File: src/rtl/eth_pkg.sv
// Shared types and constants for the Ethernet transmit-side blocks.
package eth_pkg;

    localparam int ETH_MAX_FRAME_LEN = 1522;

    typedef enum logic [1:0] {
        IDLE,
        XFER,
        DRAIN
    } eth_arb_state_t;

endpackage

File: src/rtl/eth_tx_frame_arbiter_pick.sv
// Combinational rotate-priority encoder: the first requester after 'last'
// (wrapping) wins, and 'last' itself has the lowest priority.
module eth_rr_pick #(
    parameter int PORTS = 4,
    parameter int IW    = $clog2(PORTS)
) (
    input  logic [PORTS-1:0] req,
    input  logic [IW-1:0]    last,
    output logic             any,
    output logic [IW-1:0]    idx
);

    int w_cand;

    // Walk from the lowest to the highest priority so the nearest requester overrides.
    always_comb begin
        any    = 1'b0;
        idx    = '0;
        w_cand = 0;
        for (int k = PORTS; k >= 1; k--) begin
            w_cand = (int'(last) + k) % PORTS;
            if (req[IW'(w_cand)]) begin
                any = 1'b1;
                idx = IW'(w_cand);
            end
        end
    end

endmodule

File: src/rtl/eth_tx_frame_arbiter.sv
// Frame-atomic round-robin arbiter feeding the MAC transmit stream through one
// output register; oversize frames are cut with an error mark and then drained.
module eth_tx_frame_arbiter
    import eth_pkg::*;
#(
    parameter int PORTS         = 4,
    parameter int MAX_FRAME_LEN = ETH_MAX_FRAME_LEN
) (
    input  logic                     clk,
    input  logic                     rst,
    input  logic [PORTS*8-1:0]       s_axis_tdata,
    input  logic [PORTS-1:0]         s_axis_tvalid,
    output logic [PORTS-1:0]         s_axis_tready,
    input  logic [PORTS-1:0]         s_axis_tlast,
    input  logic [PORTS-1:0]         s_axis_tuser,
    output logic [7:0]               m_axis_tdata,
    output logic                     m_axis_tvalid,
    input  logic                     m_axis_tready,
    output logic                     m_axis_tlast,
    output logic                     m_axis_tuser,
    input  logic                     enable,
    output logic                     grant_valid,
    output logic [$clog2(PORTS)-1:0] grant_index,
    output logic                     oversize_pulse
);

    localparam int IW = $clog2(PORTS);
    localparam int CW = $clog2(MAX_FRAME_LEN + 1);
    localparam logic [CW-1:0] TRUNC_CNT = CW'(MAX_FRAME_LEN - 1);

    eth_arb_state_t r_state, w_next;
    logic [IW-1:0]  r_grant, r_last_grant, w_pick_idx;
    logic [CW-1:0]  r_beat_cnt;
    logic [7:0]     r_mdata, w_src_data;
    logic           r_mvalid, r_mlast, r_muser, r_ovs;
    logic           w_pick_any, w_src_valid, w_src_last, w_src_user;
    logic           w_out_free, w_acc, w_load, w_done, w_trunc, w_grant_new;

    eth_rr_pick #(.PORTS(PORTS)) u_pick (
        .req  (s_axis_tvalid),
        .last (r_last_grant),
        .any  (w_pick_any),
        .idx  (w_pick_idx)
    );

    assign w_src_valid = s_axis_tvalid[r_grant];
    assign w_src_last  = s_axis_tlast[r_grant];
    assign w_src_user  = s_axis_tuser[r_grant];
    assign w_src_data  = s_axis_tdata[{r_grant, 3'b000} +: 8];
    assign w_out_free  = m_axis_tready | ~r_mvalid;
    // The beat being accepted is number r_beat_cnt+1; cutting happens only without tlast.
    assign w_trunc     = (r_beat_cnt == TRUNC_CNT) & ~w_src_last;
    assign w_grant_new = (r_state == IDLE) & enable & w_pick_any;

    always_ff @(posedge clk or posedge rst) begin
        if (rst) r_state <= IDLE;
        else     r_state <= w_next;
    end

    always_comb begin
        w_next        = r_state;
        s_axis_tready = '0;
        w_acc         = 1'b0;
        w_load        = 1'b0;
        w_done        = 1'b0;
        case (r_state)
            IDLE: begin
                if (w_grant_new) w_next = XFER;
            end
            XFER: begin
                s_axis_tready[r_grant] = w_out_free;
                w_acc  = w_src_valid & w_out_free;
                w_load = w_acc;
                if (w_acc && w_src_last) begin
                    w_next = IDLE;
                    w_done = 1'b1;
                end else if (w_acc && w_trunc) begin
                    w_next = DRAIN;
                    w_done = 1'b1;
                end
            end
            DRAIN: begin
                s_axis_tready[r_grant] = 1'b1;
                w_acc = w_src_valid;
                if (w_acc && w_src_last) w_next = IDLE;
            end
            default: w_next = IDLE;
        endcase
    end

    always_ff @(posedge clk or posedge rst) begin
        if (rst) begin
            r_grant      <= '0;
            r_last_grant <= IW'(PORTS - 1);
            r_beat_cnt   <= '0;
            r_mdata      <= '0;
            r_mvalid     <= 1'b0;
            r_mlast      <= 1'b0;
            r_muser      <= 1'b0;
            r_ovs        <= 1'b0;
        end else begin
            r_ovs <= w_load & w_trunc;
            if (w_grant_new) begin
                r_grant    <= w_pick_idx;
                r_beat_cnt <= '0;
            end
            if (w_done) r_last_grant <= r_grant;
            if (w_load) begin
                r_beat_cnt <= r_beat_cnt + CW'(1);
                r_mdata    <= w_src_data;
                r_mvalid   <= 1'b1;
                r_mlast    <= w_src_last | w_trunc;
                r_muser    <= w_src_user | w_trunc;
            end else if (m_axis_tready) begin
                r_mvalid <= 1'b0;
            end
        end
    end

    assign m_axis_tdata   = r_mdata;
    assign m_axis_tvalid  = r_mvalid;
    assign m_axis_tlast   = r_mlast;
    assign m_axis_tuser   = r_muser;
    assign grant_valid    = (r_state != IDLE);
    assign grant_index    = r_grant;
    assign oversize_pulse = r_ovs;

endmodule
File: config.mk
export PLATFORM = sky130hd
export DESIGN_NAME = eth_tx_frame_arbiter
export DESIGN_NICKNAME = d
export VERILOG_FILES = /design/src/rtl/eth_pkg.sv /design/src/rtl/eth_tx_frame_arbiter_pick.sv /design/src/rtl/eth_tx_frame_arbiter.sv
export SDC_FILE = /design/constraint.sdc
export NUM_CORES = 1
export LEC_CHECK = 0
export ABC_AREA = 0
export BUFFER_PORTS_ARGS = -buffer_cell sky130_fd_sc_hd__buf_2
export CAP_MARGIN = 20
export CORE_UTILIZATION = 50
export DETAILED_ROUTE_END_ITERATION = 12
export PLACE_DENSITY = 0.9
export SKIP_CTS_REPAIR_TIMING = 1
export SYNTH_ARGS = -nofsm -noshare
export SYNTH_HDL_FRONTEND = slang
export SYNTH_SLANG_ARGS = --single-unit
File: constraint.sdc
create_clock -name clk -period 2.1 [get_ports clk]
set_input_delay 0.42 -clock clk [delete_from_list [all_inputs] [get_ports clk]]
set_output_delay 0.42 -clock clk [all_outputs]
set_load 0.02 [all_outputs]
# Word-level counts from Yosys, hierarchy flattened
# Index checks and enable logic that the tools add are counted.
[classes]
addsub = 5
n_reduce_logical = 9
bitwise = 11
n_eq_ne = 6
order_cmp = 6
n_mux = 42
n_shift = 1
[op_table]
columns = ["op", "n"]
rows = [
  ["$shiftx 32x6->8", 1],
  ["$mux 1", 22],
  ["$mux 11", 2],
  ["$lt 2x4->1 const B", 4],
  ["$mux 2", 8],
  ["$bmux 1 s2", 7],
  ["$add 11x1->11 const B", 1],
  ["$eq 11x11->1 const B", 1],
  ["$pmux 4 s2", 1],
  ["$pmux 2 s3", 1],
  ["$reduce_bool 2->1", 3],
  ["$and 1x1->1", 5],
  ["$add 2x1->2 const B", 2],
  ["$add 2x2->2 const B", 2],
  ["$and 4x4->4", 1],
  ["$logic_and 1x1->1", 4],
  ["$ne 2x2->1 const B", 2],
  ["$lt 2x3->1 const B", 1],
  ["$ne 3x3->1 const B", 1],
  ["$or 1x1->1", 3],
  ["$reduce_and 3->1", 1],
  ["$demux 1 s2", 1],
  ["$eq 2x1->1 const B", 1],
  ["$eq 2x2->1 const B", 1],
  ["3 further kinds", 4],
]
[totals]
in_bits = 48
output_inout_bits = 19
register_bits = 29

# Logic depth before layout (Yosys ltp)
[logic_depth]
word_depth = 11
mapped_depth = 7
ltp_nobuf = 7

# Modules after synthesis
# Synthesis repeated with hierarchy kept, for this count alone.
[unflattened]
cells_unflattened = 186
hier_area_um2 = 1888.1
[modules_own_cells]
columns = ["module", "n_inst", "cells_each", "area_per_inst_um2"]
rows = [
  ["eth_tx_frame_arbiter", 1, 172, 1796.7],
  ["eth_rr_pick", 1, 14, 91.3],
]

# Worst setup path after synthesis
# Ideal clock, no wire load.
[synth_path]
kind = "register -> register"
start = "register r_grant[0] (netlist: grant_index[0])"
end = "register r_mdata[0] (netlist: m_axis_tdata[0])"
required_ns = 1.975
t_arrival_ns = 1.769
setup_ns = 0.125
period_less_slack_ns = 1.894
path_stages_with_launch = 6
path_buffers = 2
slack_ns = 0.206
cell_sequence = "dfrtp_1 > buf_6 > mux4_2 > nand3_4 > buf_12 > mux2_2"
[synth_between]
elab_chain_len = 4
word_cells_on_any_way = 5
classes_between = "1 x shift; 3 x mux; 1 x bitwise"
[synth_lines]
columns = ["element", "line_no", "text"]
rows = [
  ["start: declaration", "eth_tx_frame_arbiter.sv:32", "logic [IW-1:0] r_grant, r_last_grant, w_pick_idx;"],
  ["start signal: assignment", "eth_tx_frame_arbiter.sv:104", "r_grant <= w_pick_idx;"],
  ["branches (longest 4 deep; another with $shiftx 32x6->8)", "--", ""],
  ["end signal: assignment", "eth_tx_frame_arbiter.sv:110", "r_mdata <= w_src_data;"],
  ["end: declaration", "eth_tx_frame_arbiter.sv:34", "logic [7:0] r_mdata, w_src_data;"],
]
# Parallel ways; which one is timed is not known. The select of a mux whose other input is x is not followed.
# A chain may end at the register's enable or synchronous reset.

# Final worst setup path
[layout_path]
start = "register r_state[0]"
end = "output s_axis_tready[2]"
[layout_between]
elab_chain_len = 2
word_cells_on_any_way = 3
classes_between = "2 x eq/ne; 1 x mux"
[layout_lines]
columns = ["element", "line_no", "text"]
rows = [
  ["start: declaration", "eth_tx_frame_arbiter.sv:31", "eth_arb_state_t r_state, w_next;"],
  ["start signal: assignment", "eth_tx_frame_arbiter.sv:57", "else r_state <= w_next;"],
  ["$eq 2x2->1 / $eq 2x1->1 (equally long branches)", "eth_tx_frame_arbiter.sv:66", "case (r_state)"],
  ["$pmux 4 s2 *", "eth_tx_frame_arbiter.sv:66", ""],
  ["end: declaration", "eth_tx_frame_arbiter.sv:13", "output logic [PORTS-1:0] s_axis_tready,"],
]
# Every way passes the cells marked *; elsewhere a longest branch is shown, timed or not.

==> results <==
- The startpoint-to-endpoint class of the critical path is reg -> out.
- The number of synthesis warnings is 0.
- Setup violations remaining at the end of the flow were counted as 0.
- The flow ran to the end, and the final reports show no timing, DRC or antenna violations.
- The first global-routing pass estimated 7.31 mm of wire.
- After filler insertion, the fill cell instance count of the layout stands at 279.
- The DRC violations left is 0.
- The number of diodes added for antenna fixing is 0.
- The worst slew margin relative to its limit is 75.6%.
- Entering global routing, the biggest net connects 30 pins.
- The detail route stage leaves a number of antenna-violating nets equal to 0.
- Counting every net in the synthesized netlist gives 218.
- The worst setup skew after layout is 0.00962 ns.
- The critical path contains buffers and inverters numbering 2 combined.
- CTS saw 29 sinks.
- Dividing the detail-routed via count by the number of cells gives 5.70.
- The area enclosed by the die boundary is 4060 sq um.
- The number of buffers between clock root and the deepest sink is 2.
- The share of synthesized area in the top cell type comes to 35.4%.
- The total number of H-tree levels is 2.
- The ratio of cells with drive above 1 in the final layout is 50.4%.
- The final HPWL from detailed placement is 3.47 mm.
- The via count of the first global-routing pass is 1566.
- The pin slew with the least headroom to its limit is 0.366 ns.
- The maximum ir drop on the vdd rail is 0.828 mV.
- The initial antenna violation count is 0.
- On the critical path, the stage with the largest delay is an instance of dfrtp_1.
- Summing all flip-flop and latch instances after layout gives 728 sq um.
- The number of hold violations in the final report was 0.
- The design draws 3.10 mW.
- In the final design database the tool counted 290 nets.
- STA classifies the critical path endpoint as an output port.
- After global routing the overflow that remains totals 0.
- The highest cell delay on the worst timing path is 0.41 ns.
- The utilization after layout is 65.6%.
- Derived from the worst setup path, the maximum achievable clock frequency is 496 MHz.
- The area growth from synthesis to final layout is 25.9%.
- The root buffer cell is clkbuf_8.
- The detailed router finished its first iteration with 116 violations.
- Across all layers, the routed design uses 1629 vias.
- The die boundary width is 63.8 um.
- The total area inside the core boundary comes to 3660 sq um.
- Among all flip-flop cells after synthesis, the most frequent one is dfrtp_1.
- Summing all non-filler instances in the final layout gives an area of 2400 sq um.
- Ranked by total cell area, the synthesized netlist is headed by dfrtp_1, mux4_2, mux2_2.
- The number of library cell types mapped by synthesis is 51.
- The signal on the critical path passes through inv_1 > ha_1 > nor2b_2 > and3_1 > buf_2.
- The cell count after synthesis came out at 165.
- By count the netlist is led by dfrtp_1, nand2_1, mux2_2, o21ai_2.
- The total iterations of the first detailed-routing run is 5.
- After detailed routing, the average wire length per cell comes to 15.8 um.
- The register clock-pin slew on the reported worst setup and hold paths is 0.07 ns.
- The number of port buffers is 66.
- For this design the static power due to leakage is 1.12 nW.
- The most common cell in the synthesized netlist is dfrtp_1.
- Summing every instance area after synthesis gives 1910 sq um.
- The critical path's top delay family is flip-flops.
- Data on the critical path is required at its endpoint by 1.68 ns.
- The aggregate routed wire length is 4.51 mm.
- Row generation in the floorplan step produced 22 rows.
- The number of enable-type register cells in the synthesized netlist is 0.
- Across the run, the number of max-cap violations was 0.
- The initial utilization of the core area, before any placement, comes to 52.1%.
- Of all nets on the critical path, the largest fanout is 3.
- The final critical delay including setup and external delays is 2.02 ns.
- The congestion estimate from routability-driven global placement came to 0.852.
- The largest area contributor in the synthesized netlist is dfrtp_1.
- The floorplan step set the die height to 63.8 um.
- The area of combinational cells with multiple inputs is 1080 sq um.
- Dividing total power by cell area gives a power density of 1290 nW/um^2.
- After synthesis, flip-flops and latches occupy 38.2% of the total area.
- In this run the cell area measured after placement is 2250 sq um.
- The number of CTS-inserted buffers is 5.
- The category of the worst setup path launch point is a flip-flop.
- The worst min-delay path class is in -> async.
- The mean cell area of the mapped netlist is 11.6 sq um.
- TritonCTS built the clock tree.
- Clock latency on the worst-skew pair, taken at its later pin, is 0.29 ns.
- Dividing the final minimum period by the clock period gives 96.1%.
- For this run, asynchronously set or reset flops after synthesis account for 100%.
- The total count of max-transition violations in the final report is 0.
- The number of synthesized register bits is 29.
- The worst endpoint data arrival time is 1.60 ns.
- The top-level port count is 67.
- Global routing used 24.5% of the available tracks across all layers.
power by group:
group / internal [mW] / leakage (nW) / switching, mW / total (mW)
Clock: 0.386 / 0.0585 / 0.214 / 0.601
Sequential: 0.753 / 0.367 / 0.141 / 0.894
Combinational: 0.721 / 0.691 / 0.884 / 1.61
Total: 1.86 / 1.12 / 1.24 / 3.10
flip-flops by register name, indices dropped and copies added, names as in the netlist:
register	flops
r_beat_cnt	11
m_axis_tdata	8
grant_index	2
r_last_grant	2
r_state	2
m_axis_tlast	1
m_axis_tuser	1
m_axis_tvalid	1
oversize_pulse	1
layer usage:
metal  part of all wire (%)  track usage [%]  up-vias
met5                      0                0        -
met3                    4.9             6.07        4
met4                    1.4             10.8        0
met1                     42             29.5      794
met2                     52             41.2       57
li1                       -                -      774
logic make-up after synthesis:
kind of cell,share of synthesized area (%)
flops,38.2
compound gates,15.9
buf+inv,6.36
simple gates,15.9
mux,19.8
xor+xnor,0.459
fa+ha+maj,3.28
cell type report:
class / instances / area share [%]
multi-input cells: 119 / 44.8
flip-flops and latches: 29 / 30.3
repair buffers: 73 / 16.1
clock buffers: 7 / 3.60
well taps: 48 / 2.50
inverters: 9 / 1.41
clock inverters: 1 / 1.25
stage by stage:
stage	cells	setup WS [ns]	setup TNS [ns]	hold slack, ns
floorplan	165	0.206	0	0.484
global placement	277	0.133	0	0.479
detailed placement	277	0.0909	0	0.492
CTS	285	-0.00278	-0.00278	0.215
global route	286	-0.00271	-0.00271	0.225
finish	286	0.0819	0	0.192
cells in the final DEF, fill, tap and decap left out, types with 8 or more instances in the layout:
cell     instances
buf_2           65
buf_4            8
dfrtp_1         27
inv_1            9
mux2_2          10
mux4_2           9
nand2_1         12
nand3_1          9
o21ai_2         10
worst register-to-register path: stages, from the launching register on:
cell and delay [ns]:
dfrtp_1 0.47, mux4_2 0.61, nand3_4 0.33, and2_4 0.31, o21ai_2 0.09, o31ai_1 0.08
final timing paths:
check | start | end | slack (ns) | cells past startpoint
worst max-delay path | r_state[0] | s_axis_tready[2] | 0.08 | 5
worst min-delay path | rst | m_axis_tdata[4] | 0.19 | 3
worst max register to register | grant_index[0] | r_beat_cnt[8] | 0.12 | 5
worst min register to register | m_axis_tlast | m_axis_tlast | 0.49 | 1
max in group asynchronous | rst | r_last_grant[0] | 1.58 | 3
min in group clk | m_axis_tlast | m_axis_tlast | 0.49 | 1
No activity file was read; power rests on OpenSTA's default activity.
